## src/rtl/dataflow_pkg.sv

```systemverilog
// Shared widths, requester state and command bundle
// for the dataflow memory port.
`timescale 1ns/1ps
package dataflow_pkg;

  localparam int ADDR_LENGTH      = 8;
  localparam int MEM_ENTRY_LENGTH = 8;

  typedef enum logic [1:0] {
    IDLE,
    ISSUE,
    WAIT_RSP,
    DELIVER
  } req_state_t;

  typedef struct packed {
    logic [ADDR_LENGTH-1:0]      addr;
    logic [MEM_ENTRY_LENGTH-1:0] data;
    logic                        we;
  } cmd_t;

endpackage

```

## src/rtl/cmd_fifo.sv

```systemverilog
// In-order command buffer, power-of-two depth,
// count-based full/empty.
`timescale 1ns/1ps
module cmd_fifo #(
  parameter int WIDTH = 8,
  parameter int DEPTH = 4
) (
  input  logic             clk,
  input  logic             rst_n,
  input  logic             push,
  input  logic             pop,
  input  logic [WIDTH-1:0] din,
  output logic [WIDTH-1:0] dout,
  output logic             full,
  output logic             empty
);

  localparam int AW = $clog2(DEPTH);

  logic [WIDTH-1:0] mem [DEPTH];
  logic [AW-1:0]    wr_ptr;
  logic [AW-1:0]    rd_ptr;
  logic [AW:0]      count;
  logic             do_wr;
  logic             do_rd;

  assign do_wr = push & ~full;
  assign do_rd = pop & ~empty;
  assign full  = (count == (AW+1)'(DEPTH));
  assign empty = (count == '0);
  assign dout  = mem[rd_ptr];

  always_ff @(posedge clk) begin
    if (do_wr) mem[wr_ptr] <= din;
  end

  always_ff @(posedge clk or negedge rst_n) begin
    if (!rst_n) begin
      wr_ptr <= '0;
      rd_ptr <= '0;
      count  <= '0;
    end else begin
      if (do_wr) wr_ptr <= wr_ptr + 1'b1;
      if (do_rd) rd_ptr <= rd_ptr + 1'b1;
      unique case ({do_wr, do_rd})
        2'b10:   count <= count + 1'b1;
        2'b01:   count <= count - 1'b1;
        default: count <= count;
      endcase
    end
  end

endmodule

```

## src/rtl/mem_requester.sv

```systemverilog
// Memory port initiator: buffers commands, issues one
// request at a time, forwards reads, watches for lost responses.
`timescale 1ns/1ps
module mem_requester
  import dataflow_pkg::*;
#(
  parameter int CMD_DEPTH = 4,
  parameter int TIMEOUT   = 31
) (
  input  logic                        clk,
  input  logic                        rst_n,
  input  logic [ADDR_LENGTH:0]        cmd_addr,
  input  logic [MEM_ENTRY_LENGTH:0]   cmd_data,
  input  logic [1:0]                  cmd_wren,
  output logic                        cmd_stop,
  output logic [ADDR_LENGTH:0]        mem_addr,
  output logic [MEM_ENTRY_LENGTH:0]   mem_data,
  output logic [1:0]                  mem_wren,
  input  logic                        mem_addr_stop,
  input  logic                        mem_data_stop,
  input  logic                        mem_wren_stop,
  input  logic [MEM_ENTRY_LENGTH:0]   mem_q,
  output logic                        mem_q_stop,
  output logic [MEM_ENTRY_LENGTH:0]   rsp_data,
  input  logic                        rsp_stop,
  output logic                        busy,
  output logic                        timeout_err
);

  localparam int WDW = $clog2(TIMEOUT + 1);
  localparam logic [WDW-1:0] WD_MAX  = WDW'(TIMEOUT);
  localparam logic [WDW-1:0] WD_LAST = WDW'(TIMEOUT - 1);

  req_state_t                  state;
  cmd_t                        cmd_in;
  cmd_t                        head;
  cmd_t                        req;
  logic                        req_v;
  logic                        rsp_v;
  logic [MEM_ENTRY_LENGTH-1:0] rsp;
  logic [WDW-1:0]              wd;
  logic                        terr;
  logic                        full;
  logic                        empty;
  logic                        push;
  logic                        pop;
  logic                        mem_stall;

  assign push = cmd_addr[ADDR_LENGTH] & cmd_data[MEM_ENTRY_LENGTH]
              & cmd_wren[1] & ~full;
  assign pop  = (state == IDLE) & ~empty;

  assign cmd_in = '{addr: cmd_addr[ADDR_LENGTH-1:0],
                    data: cmd_data[MEM_ENTRY_LENGTH-1:0],
                    we:   cmd_wren[0]};

  assign mem_stall = mem_addr_stop | mem_data_stop | mem_wren_stop;

  cmd_fifo #(
    .WIDTH ($bits(cmd_t)),
    .DEPTH (CMD_DEPTH)
  ) u_fifo (
    .clk   (clk),
    .rst_n (rst_n),
    .push  (push),
    .pop   (pop),
    .din   (cmd_in),
    .dout  (head),
    .full  (full),
    .empty (empty)
  );

  always_ff @(posedge clk or negedge rst_n) begin
    if (!rst_n) begin
      state <= IDLE;
      req   <= '0;
      req_v <= 1'b0;
      rsp   <= '0;
      rsp_v <= 1'b0;
      wd    <= '0;
      terr  <= 1'b0;
    end else begin
      unique case (state)
        IDLE: begin
          if (!empty) begin
            req   <= head;
            req_v <= 1'b1;
            state <= ISSUE;
          end
        end
        ISSUE: begin
          if (!mem_stall) begin
            req_v <= 1'b0;
            wd    <= '0;
            state <= WAIT_RSP;
          end
        end
        WAIT_RSP: begin
          // A response on the final watchdog edge still wins.
          if (mem_q[MEM_ENTRY_LENGTH]) begin
            if (req.we) begin
              state <= IDLE;
            end else begin
              rsp   <= mem_q[MEM_ENTRY_LENGTH-1:0];
              rsp_v <= 1'b1;
              state <= DELIVER;
            end
          end else begin
            if (wd != WD_MAX) wd <= wd + 1'b1;
            if (wd == WD_LAST) begin
              terr  <= 1'b1;
              state <= IDLE;
            end
          end
        end
        DELIVER: begin
          if (!rsp_stop) begin
            rsp_v <= 1'b0;
            state <= IDLE;
          end
        end
        default: state <= IDLE;
      endcase
    end
  end

  assign cmd_stop    = full;
  assign mem_addr    = {req_v, req.addr};
  assign mem_data    = {req_v, req.data};
  assign mem_wren    = {req_v, req.we};
  assign mem_q_stop  = (state != WAIT_RSP);
  assign rsp_data    = {rsp_v, rsp};
  assign busy        = ~empty | (state != IDLE);
  assign timeout_err = terr;

endmodule

```

## config.mk

```make
export PLATFORM = sky130hd
export DESIGN_NAME = mem_requester
export DESIGN_NICKNAME = d
export VERILOG_FILES = /design/src/rtl/dataflow_pkg.sv /design/src/rtl/cmd_fifo.sv /design/src/rtl/mem_requester.sv
export SDC_FILE = /design/constraint.sdc
export NUM_CORES = 1
export LEC_CHECK = 0
export CORE_ASPECT_RATIO = 1.1
export CORE_MARGIN = 2
export CORE_UTILIZATION = 45
export DETAILED_ROUTE_END_ITERATION = 8
export PLACE_DENSITY = 0.68
export SYNTH_ARGS = -nofsm -noshare
export SYNTH_HDL_FRONTEND = slang
export SYNTH_SLANG_ARGS = --single-unit
```

## constraint.sdc

```tcl
create_clock -name clk -period 3 [get_ports clk]
set_clock_uncertainty 0.2 [all_clocks]
set_input_delay 0.6 -clock clk [delete_from_list [all_inputs] [get_ports clk]]
set_output_delay 0.6 -clock clk [all_outputs]
set_load 0.03 [all_outputs]
```

==> load_flow_metrics.sql, run 1 <==
INSERT INTO impl_metrics (metric_group, metric, value, unit) VALUES
('synth', 'netlist_area', '4500', 'sq um'),
('global_route', 'grt_first_pass_wirelength', '12200', 'um'),
('synth', 'register_area_share_after_synthesis', '68.8', '%'),
('setup_path', 'ff2ff_setup_slack', '0.71', 'ns'),
('setup_path', 'timing_worst_setup_path_type', 'reg -> out', ''),
('floorplan', 'core', '9790', 'sq um'),
('synth', 'asyncSetResetFlopFracSynth', '38.2', '%'),
('setup_path', 'startpoint', 'u_fifo.count[1]$_DFFE_PN0P_', ''),
('finish', 'area_delta_synth_final', '22.1', '%'),
('worst_hold_path', 'hold_path.class', 'reg -> reg', ''),
('clock_tree', 'clkSlewWorstSetupHoldPaths', '0.10', 'ns'),
('route', 'drt_iter0_markers', '107', ''),
('global_route', 'first_global_vias', '2376', ''),
('clock_tree', 'cts-htree-levels', '3', ''),
('finish', 'antenna_diode_count', '0', ''),
('timing', 'slew_violations', '0', ''),
('timing', 'relSlewSlack', '42.7', '%'),
('finish', 'ratio_of_cells_with_drive_above_1_in_the_final_layout', '22.3', '%'),
('route', 'post_drt_wl_per_cell', '17.3', 'um'),
('worst_hold_path', 'min_delay_worst_endpoint', 'timeout_err$_DFFE_PN0P_', ''),
('clock_tree', 'ctsLongestPathBuffers', '2', ''),
('finish', 'filler_cell_count_in_the_final_layout', '786', ''),
('timing', 'final-hold-violation-count', '0', ''),
('clock_tree', 'cts_tree', 'done', ''),
('pwr', 'power.density_cell_area', '908', 'nW/um^2'),
('clock_tree', 'clock_sinks', '110', ''),
('clock_tree', 'clock-root-buffer', 'clkbuf_8', ''),
('global_route', 'globalRouteOverflowTotal', '0', ''),
('finish', 'finish.instance_area', '5490', 'sq um'),
('clock_tree', 'cts_made_buffers', '9', ''),
('global_route', 'grt_usage', '15.1', '%'),
('placed_design', 'placed_cell_area', '5300', 'sq um'),
('route', 'ant_nets', '0', ''),
('route', 'detail_route.drc_violations', '0', ''),
('pwr', 'power.ir.vdd_worst', '0.000434', 'V'),
('timing', 'rsz0062_at_grt', 'no', ''),
('setup_path', 'reg2reg_to', 'u_fifo.count[2]$_DFFE_PN0P_', ''),
('synth', 'synth_warnings', '0', ''),
('status', 'status', 'complete, no violations', ''),
('synth', 'synth-seq-cells', '110', ''),
('placed_design', 'dp_hpwl', '4860', 'um'),
('floorplan', 'boundaryPins', '68', ''),
('setup_path', 'required', '2.20', 'ns'),
('timing', 'period_needed', '2.75', 'ns'),
('setup_path', 'worstSetupStartpointType', 'flip-flop', ''),
('global_route', 'grt_start_max_net_pins', '31', ''),
('clock_tree', 'clk_latency', '0.36', 'ns'),
('floorplan', 'num_rows', '38', ''),
('floorplan', 'die_x', '99.3', 'um'),
('finish', 'multi_input_comb_area', '1300', 'sq um'),
('setup_path', 'largest_fanout_on_the_critical_path', '5', ''),
('timing', 'maxClockFrequency', '364', 'MHz'),
('synth', 'number_of_enable_flip_flop_cells_after_synthesis', '68', ''),
('synth', 'post_synth_num_cell_types', '41', ''),
('floorplan', 'initial_util', '45.9', '%'),
('route', 'route.vias.total', '2286', ''),
('timing', 'layout_worst_path_cycle_share', '91.5', '%'),
('synth', 'main_synth_ff_type', 'edfxtp_1', ''),
('worst_hold_path', 'worstHoldPathCells', '2', ''),
('pwr', 'finalPower', '4.98', 'mW'),
('floorplan', 'die_area', '10800', 'sq um'),
('global_route', 'grt_antenna_before_repair', '0', ''),
('synth', 'synth_area_leader_cell', 'edfxtp_1', ''),
('setup_path', 'cp.arrival', '1.95', 'ns'),
('placed_design', 'port_buffers', '67', ''),
('setup_path', 'worst_r2r_startpoint', 'u_fifo.count[1]$_DFFE_PN0P_', ''),
('job', 'cap_viol_max_count', '0', ''),
('route', 'routed_wire_length', '7580', 'um'),
('timing', 'finalSetupViolCount', '0', ''),
('synth', 'post_synth_main_area_contributors', 'edfxtp_1 (45%), dfrtp_1 (23%), mux4_2 (5.5%)', ''),
('clock_tree', 'post-cts-setup-buffers', '0', '');
==> critical path: stages, from the launching register on <==
cell and delay, ns:
dfrtp_1 0.47, nor3b_2 0.37, clkdlybuf4s50_1 0.75
==> metal layers <==
layer  wire (um)  up-vias  GRT usage [%]
met2        3640       58           25.0
met3         356        8           2.82
met1        3470     1160           19.8
met5           0        -              0
li1            -     1060              -
met4         112        0           6.16
==> where the power goes <==
group	switching (mW)	total, mW	internal, mW
logic	0.939	1.96	1.03
clock network	0.502	0.822	0.319
registers	0.273	2.20	1.92
==> area by class of cell <==
cell class | instances | share of cell area, %
clock buffer | 10 | 2.33
clock inverter | 6 | 0.935
inverter | 5 | 0.342
multi-input combinational | 109 | 23.6
sequential | 110 | 56.4
tap | 120 | 2.74
timing repair buffer | 78 | 13.7
==> timing repair <==
action,4_1_cts,5_1_grt
hold buffers,1,0
resized for setup,0,0
setup endpoints to repair,0,0
endpoints found under the hold margin,12,0
==> state kept, by name, indices dropped and copies added, names as in the netlist, 2 cells and up <==
signal	count
rsp	8
u_fifo.mem	68
u_fifo.count	3
mem_addr	8
wd	5
u_fifo.rd_ptr	2
u_fifo.wr_ptr	2
mem_data	8
state	2
==> cells by family after synthesis <==
group | after synthesis | synth area share [%]
flip-flops | 110 | 68.8
multiplexers | 45 | 17.1
AND/OR/NAND/NOR | 38 | 5.84
buffers and inverters | 17 | 2.37
AO/OA/AOI/OAI | 10 | 1.50
XOR/XNOR | 8 | 1.98
adder cells (fa/ha/maj) | 8 | 2.39
==> synthesized netlist by cell type, drive strengths merged, types with 2 or more instances <==
library cell  number
edfxtp            68
nor2               9
dfrtp             42
nand4              3
buf               12
ha                 7
xnor2              4
nand2b             3
xor2               4
inv                5
nand2              7
o21ai              4
mux2              27
mux4              18
and2               4
nor3               3
nor2b              2
a22o               2
or3                2
==> worst max-delay path by stage <==
stage	cells past startpoint	endpoint	slack (ns)
3_5_place_dp	8	u_fifo.count[2]$_DFFE_PN0P_	0.42
2_1_floorplan	5	u_fifo.count[1]$_DFFE_PN0P_	0.67
6_report	2	cmd_stop	0.25
4_1_cts	2	cmd_stop	0.22
3_3_place_gp	5	rsp[2]$_DFFE_PN0P_	0.53
5_1_grt	2	cmd_stop	0.16
==> metrics by stage <==
step | setup WS [ns] | utilization (%) | std cells | hold WS (ns)
2_1_floorplan | 0.668 | - | 236 | 0.104
3_3_place_gp | 0.528 | 54.1 | 421 | 0.253
3_5_place_dp | 0.419 | 54.1 | 421 | 0.269
4_1_cts | 0.223 | 56.0 | 438 | 0.293
5_1_grt | 0.156 | 56.0 | 438 | 0.335
6_report | 0.254 | 56.0 | 438 | 0.283
==> placed cells by master (no fill, tap or decap), types with 6 or more instances in the layout <==
cell | netlist | final
edfxtp_1 | 68 | 68
mux2_4 | 9 | 9
mux4_2 | 11 | 11
dfrtp_1 | 42 | 42
clkbuf_8 | 0 | 9
clkdlybuf4s50_1 | 0 | 66
buf_4 | 4 | 10
nor2_1 | 8 | 8
ha_1 | 7 | 7
mux2_2 | 17 | 17
mux4_1 | 7 | 7
nand2_1 | 6 | 6
No activity file was read; power rests on OpenSTA's default activity.
==> inputs of run 2 (changes only) <==
==> constraint.sdc (replaced) <==
create_clock -name clk -period 3 [get_ports clk]
set_clock_uncertainty 0.2 [all_clocks]
set_input_delay 0.3 -clock clk [delete_from_list [all_inputs] [get_ports clk]]
set_output_delay 0.3 -clock clk [all_outputs]
set_load 0.03 [all_outputs]
==> load_flow_metrics.sql, run 2 (same netlist as run 1, synthesis figures left out) <==
INSERT INTO impl_metrics (metric_group, metric, value, unit) VALUES
('status', 'status', 'complete, no violations', ''),
('clock_tree', 'post-cts-setup-buffers', '0', ''),
('route', 'drt_iter0_markers', '93', ''),
('placed_design', 'port_buffers', '67', ''),
('placed_design', 'dp_hpwl', '4610', 'um'),
('floorplan', 'core', '9790', 'sq um'),
('pwr', 'power.density_cell_area', '921', 'nW/um^2'),
('global_route', 'grt_usage', '14.4', '%'),
('floorplan', 'boundaryPins', '68', ''),
('floorplan', 'die_h', '109', 'um'),
('timing', 'finalSetupViolCount', '0', ''),
('global_route', 'grt_first_pass_wirelength', '11800', 'um'),
('setup_path', 'critical-path-slowest-cell', 'clkdlybuf4s50_1', ''),
('route', 'avgViaCountPerCell', '5.17', ''),
('route', 'route.vias.total', '2250', ''),
('clock_tree', 'cts_made_buffers', '9', ''),
('finish', 'multi_input_comb_area', '1300', 'sq um'),
('finish', 'storage_element_area', '3090', 'sq um'),
('global_route', 'grt_busiest_layer', 'met2', ''),
('route', 'routed_wire_length', '7370', 'um'),
('finish', 'antenna_diode_count', '0', ''),
('worst_hold_path', 'hold_path.class', 'reg -> reg', ''),
('pwr', 'power.static_leakage', '2.04', 'nW'),
('clock_tree', 'cts_tree', 'done', ''),
('setup_path', 'critical_path.cell_chain', 'nor2_1 > nand2_1 > clkdlybuf4s50_1', ''),
('setup_path', 'worstSetupStartpointType', 'flip-flop', ''),
('setup_path', 'worst_setup_ep_type', 'output port', ''),
('route', 'detailedRoute.firstPassIterationCount', '4', ''),
('job', 'cap_viol_max_count', '0', ''),
('route', 'detail_route.drc_violations', '0', ''),
('setup_path', 'cpLargestDelayFamily', 'buffers and inverters', ''),
('global_route', 'grt_start_max_net_pins', '43', ''),
('timing', 'relSlewSlack', '33.5', '%'),
('global_route', 'grt_antenna_before_repair', '0', ''),
('timing', 'worstMarginPinSlew', '0.997', 'ns'),
('finish', 'area_delta_synth_final', '22.3', '%'),
('route', 'post_drt_wl_per_cell', '16.9', 'um'),
('floorplan', 'num_rows', '38', ''),
('finish', 'layout.cells.most_common', 'edfxtp_1', ''),
('clock_tree', 'clkSlewWorstSetupHoldPaths', '0.11', 'ns'),
('pwr', 'power.ir.vdd_worst', '0.000441', 'V'),
('timing', 'maxClockFrequency', '394', 'MHz'),
('global_route', 'use_met2', '24.6', '%'),
('timing', 'period_needed', '2.54', 'ns'),
('finish', 'final_nets', '353', ''),
('clock_tree', 'ctsLongestPathBuffers', '2', ''),
('setup_path', 'cp_num_buf_inv', '1', ''),
('clock_tree', 'cts-htree-levels', '3', ''),
('route', 'ant_nets', '0', ''),
('timing', 'final-hold-violation-count', '0', ''),
('global_route', 'grt_util_met3', '3.78', '%'),
('floorplan', 'initial_util', '45.9', '%'),
('finish', 'max_flop_register', 'u_fifo.mem', ''),
('pwr', 'finalPower', '5.06', 'mW'),
('setup_path', 'required', '2.50', 'ns'),
('clock_tree', 'clock-root-buffer', 'clkbuf_8', ''),
('finish', 'flip_flop_count_of_the_largest_register_all_copies_and_words_added', '68', ''),
('timing', 'layout_worst_path_cycle_share', '84.6', '%'),
('timing', 'rsz0062_at_grt', 'no', ''),
('timing', 'totalNegativeSetupSlack', '0', 'ns'),
('floorplan', 'die_x', '99.3', 'um'),
('global_route', 'gr-usage-met1', '18.7', '%'),
('floorplan', 'die_area', '10800', 'sq um'),
('timing', 'slew_violations', '0', ''),
('clock_tree', 'clock_sinks', '110', ''),
('clock_tree', 'clk_latency', '0.36', 'ns'),
('setup_path', 'largest_fanout_on_the_critical_path', '8', ''),
('global_route', 'globalRouteOverflowTotal', '0', ''),
('placed_design', 'gp_routability_congestion', '0.709', ''),
('setup_path', 'cp.arrival', '2.04', 'ns'),
('global_route', 'first_global_vias', '2321', ''),
('setup_path', 'timing_worst_setup_path_type', 'reg -> out', ''),
('finish', 'final_cell_mix', 'edfxtp_1 (68), clkdlybuf4s50_1 (66), dfrtp_1 (42), mux2_2 (17), mux4_2 (11)', ''),
('finish', 'ratio_of_cells_with_drive_above_1_in_the_final_layout', '21.9', '%'),
('setup_path', 'slowest_delay', '0.62', 'ns'),
('finish', 'filler_cell_count_in_the_final_layout', '787', '');
[run 2: cell types whose count changed in the layout (fill, tap and decap cells not counted)]
cell / before / now
buf_4: 10 / 7
bufinv_16: 0 / 1
clkbuf_1: 1 / 0
clkinv_2: 1 / 0
clkinv_4: 0 / 2
clkinv_8: 0 / 1
inv_6: 4 / 3
inv_8: 1 / 0
[run 2: worst min-delay path, stage by stage (launching register included)]
cell,delay [ns]
dfrtp_1,0.35
inv_1,0.05
o31ai_1,0.05
[run 2: where the power goes]
group          internal, mW  switching (mW)
registers              1.92           0.269
clock network         0.405           0.517
logic                  1.02           0.933
total                  3.35            1.72
[run 2: layout make-up]
cell class | instances | area share [%]
sequential | 110 | 56.2
timing repair buffer | 75 | 13.2
clock buffer | 9 | 2.25
inverter | 5 | 0.341
clock inverter | 7 | 1.64
tap | 120 | 2.73
multi-input combinational | 109 | 23.6
[run 2: worst paths after layout]
check                                       startpoint                          end  slack [ns]  cells past startpoint
max                               state[0]$_DFFE_PN0P_                         busy        0.46                      3
min                            timeout_err$_DFFE_PN0P_      timeout_err$_DFFE_PN0P_        0.28                      2
max reg2reg                u_fifo.count[1]$_DFFE_PN0P_  u_fifo.count[2]$_DFFE_PN0P_        0.73                      7
min reg2reg                    timeout_err$_DFFE_PN0P_      timeout_err$_DFFE_PN0P_        0.28                      2
max in group asynchronous                        rst_n      mem_addr[7]$_DFFE_PN0P_        1.54                      2
min in group asynchronous                        rst_n         state[0]$_DFFE_PN0P_        0.43                      2
[run 2: stage by stage]
step           worst slack [ns]  cell area [sq um]  util (%)  hold slack, ns  instances
2_1_floorplan             0.668               4500         -          -0.196        236
3_3_place_gp              0.621               5280      53.9           0.257        418
3_5_place_dp              0.551               5280      53.9           0.264        418
4_1_cts                   0.418               5500      56.2           0.288        435
5_1_grt                   0.316               5500      56.2           0.329        435
6_report                  0.461               5500      56.2           0.282        435
[run 2: per-layer routing]
metal	part of all wire, %	wire [um]
met5	0	0
met4	0.57	42
met3	5.1	376
met2	49	3600
met1	45	3340
[run 2: repair_timing]
item	CTS	global route
hold endpoints to repair	42	0
resized for setup	0	0
hold buffers	1	0
==> inputs of run 3 (changes only) <==
- PLACE_DENSITY: 0.68 -> 0.71
- clock period: 3 -> 2.2 ns (I/O delays scaled with it)
==> load_flow_metrics.sql, run 3 (same netlist as run 1, synthesis figures left out) <==
INSERT INTO impl_metrics (metric_group, metric, value, unit) VALUES
('finish', 'flip_flop_count_of_the_largest_register_all_copies_and_words_added', '68', ''),
('finish', 'ratio_of_cells_with_drive_above_1_in_the_final_layout', '26.9', '%'),
('setup_path', 'slowest_delay', '0.44', 'ns'),
('clock_tree', 'ctsLongestPathBuffers', '2', ''),
('setup_path', 'worst_r2r_startpoint', 'u_fifo.count[1]$_DFFE_PN0P_', ''),
('finish', 'final_cell_mix', 'edfxtp_1 (68), clkdlybuf4s50_1 (63), dfrtp_1 (42), buf_4 (24), mux2_2 (17)', ''),
('finish', 'layout.cells.most_common', 'edfxtp_1', ''),
('setup_path', 'worst_setup_ep_type', 'flip-flop', ''),
('setup_path', 'ff2ff_setup_slack', '0.08', 'ns'),
('worst_hold_path', 'hold_path.class', 'in -> async', ''),
('timing', 'final-hold-violation-count', '0', ''),
('route', 'route.vias.total', '2346', ''),
('timing', 'period_needed', '2.12', 'ns'),
('placed_design', 'gp_routability_congestion', '0.733', ''),
('pwr', 'netSwitchingFraction', '33.7', '%'),
('job', 'cap_viol_max_count', '0', ''),
('finish', 'area_delta_synth_final', '25.8', '%'),
('floorplan', 'boundaryPins', '68', ''),
('pwr', 'power_report.internal_total', '4.67', 'mW'),
('pwr', 'power.density_cell_area', '1240', 'nW/um^2'),
('route', 'drt_iter0_markers', '105', ''),
('placed_design', 'port_buffers', '67', ''),
('floorplan', 'num_rows', '38', ''),
('timing', 'maxClockFrequency', '471', 'MHz'),
('pwr', 'clock_group_share_of_total_power', '16.1', '%'),
('global_route', 'globalRouteOverflowTotal', '0', ''),
('clock_tree', 'cts_tree', 'done', ''),
('global_route', 'grt_usage', '15.3', '%'),
('route', 'detailedRoute.firstPassIterationCount', '4', ''),
('timing', 'rsz0062_at_grt', 'no', ''),
('timing', 'worstMarginPinSlew', '0.428', 'ns'),
('clock_tree', 'cts-htree-levels', '3', ''),
('timing', 'totalNegativeSetupSlack', '0', 'ns'),
('floorplan', 'initial_util', '45.9', '%'),
('global_route', 'grt_start_max_net_pins', '34', ''),
('floorplan', 'die_x', '99.3', 'um'),
('clock_tree', 'cts_made_buffers', '9', ''),
('setup_path', 'largest_fanout_on_the_critical_path', '4', ''),
('route', 'routed_wire_length', '7750', 'um'),
('timing', 'finalWorstSetupSlack', '0.0781', 'ns'),
('setup_path', 'startpoint', 'u_fifo.count[1]$_DFFE_PN0P_', ''),
('setup_path', 'reg2reg_to', 'u_fifo.count[2]$_DFFE_PN0P_', ''),
('global_route', 'grt_first_pass_wirelength', '12300', 'um'),
('setup_path', 'worstSetupStartpointType', 'flip-flop', ''),
('setup_path', 'timing_worst_setup_path_type', 'reg -> reg', ''),
('pwr', 'power.ir.vdd_worst', '0.000579', 'V'),
('setup_path', 'cp.arrival', '2.20', 'ns'),
('clock_tree', 'clkSlewWorstSetupHoldPaths', '0.10', 'ns'),
('global_route', 'grt_antenna_before_repair', '0', ''),
('floorplan', 'die_area', '10800', 'sq um'),
('timing', 'slew_violations', '0', ''),
('timing', 'finalSetupViolCount', '0', ''),
('floorplan', 'core', '9790', 'sq um'),
('finish', 'final_nets', '372', ''),
('timing', 'layout_worst_path_cycle_share', '96.4', '%'),
('status', 'status', 'complete, no violations', ''),
('setup_path', 'critical-path-slowest-cell', 'or3_4', ''),
('placed_design', 'post-place-ws', '0.0206', 'ns'),
('pwr', 'p_seq_share', '40.9', '%'),
('finish', 'max_flop_register', 'u_fifo.mem', ''),
('pwr', 'p_sw', '2.37', 'mW'),
('route', 'avgViaCountPerCell', '5.17', ''),
('route', 'ant_nets', '0', ''),
('clock_tree', 'clock_sinks', '110', ''),
('setup_path', 'critical_path.cell_chain', 'or3_4 > nand2_8 > nor2_1 > fa_2 > nand3b_1 > o32ai_2 > xor2_1', ''),
('setup_path', 'required', '2.28', 'ns'),
('global_route', 'first_global_vias', '2515', ''),
('timing', 'relSlewSlack', '71.4', '%'),
('route', 'detail_route.drc_violations', '0', ''),
('pwr', 'power.static_leakage', '2.14', 'nW'),
('floorplan', 'die_h', '109', 'um'),
('pwr', 'comb_power_share', '43.0', '%'),
('setup_path', 'reg2reg_path_depth', '7', ''),
('route', 'post_drt_wl_per_cell', '17.1', 'um'),
('clock_tree', 'clock-root-buffer', 'clkbuf_8', ''),
('placed_design', 'dp_hpwl', '5240', 'um'),
('clock_tree', 'clk_latency', '0.36', 'ns'),
('finish', 'antenna_diode_count', '0', ''),
('setup_path', 'setup.worst_path.end', 'u_fifo.count[2]$_DFFE_PN0P_', '');
[run 3: layer usage]
| metal | track usage, % | routed length [um] | vias to the layer above |
|---|---|---|---|
| met3 | 3.40 | 314 | 6 |
| met4 | 6.46 | 102 | 0 |
| li1 | - | - | 1088 |
| met5 | 0 | 0 | - |
| met2 | 26.5 | 4030 | 52 |
| met1 | 18.7 | 3300 | 1200 |
[run 3: area by class of cell]
cell class	count	area (sq um)
tap	120	150
clock buffer	11	153
clock inverter	5	32.5
timing repair buffer	94	892
multi-input combinational	109	1320
fill	782	4140
sequential	110	3090
inverter	5	18.8
[run 3: worst min-delay path by stage]
stage           from  slack [ns]                          end
6_report       rst_n        0.04      mem_addr[4]$_DFFE_PN0P_
5_1_grt        rst_n        0.05  u_fifo.count[1]$_DFFE_PN0P_
4_1_cts        rst_n        0.03      mem_addr[4]$_DFFE_PN0P_
3_5_place_dp   rst_n       -0.11  u_fifo.count[1]$_DFFE_PN0P_
3_3_place_gp   rst_n       -0.10  u_fifo.count[1]$_DFFE_PN0P_
2_1_floorplan  rst_n       -0.28      mem_addr[0]$_DFFE_PN0P_
[run 3: critical path: cells and delay by family, from the launching register on]
| family | cells | cell delay [ns] |
|---|---|---|
| AOI/OAI and AO/OA | 1 | 0.13 |
| xor gates and xnor gates | 1 | 0.18 |
| adders and majority gates | 1 | 0.34 |
| DFF | 1 | 0.39 |
| and+or+nand+nor | 4 | 0.79 |
[run 3: through the flow]
stage	cell area [sq um]	power, mW	utilization [%]	std cells	hold slack, ns
after global routing	5650	7.42	57.7	454	0.0453
after CTS	5610	7.09	57.3	449	0.0310
after floorplan	4500	4.89	-	236	-0.276
after global placement	5410	5.88	55.3	432	-0.103
final	5650	7.04	57.7	454	0.0353
after detailed placement	5410	5.94	55.3	432	-0.106
[run 3: repair_timing]
action	CTS	global route
resized for setup	4	2
endpoints found under the setup margin	4	3
hold buffers	1	0
endpoints found under the hold margin	42	0
setup buffers	0	5
pin swaps	1	5
[run 3: power by group through the flow]
| stage | logic [mW] | registers (mW) | clock network, mW |
|---|---|---|---|
| after floorplan | 1.54 | 3.35 | 0 |
| after global placement | 2.96 | 2.91 | 0 |
| after detailed placement | 3.01 | 2.93 | 0 |
| after CTS | 3.02 | 2.89 | 1.17 |
| after global routing | 3.23 | 2.93 | 1.26 |
| final | 3.03 | 2.88 | 1.13 |
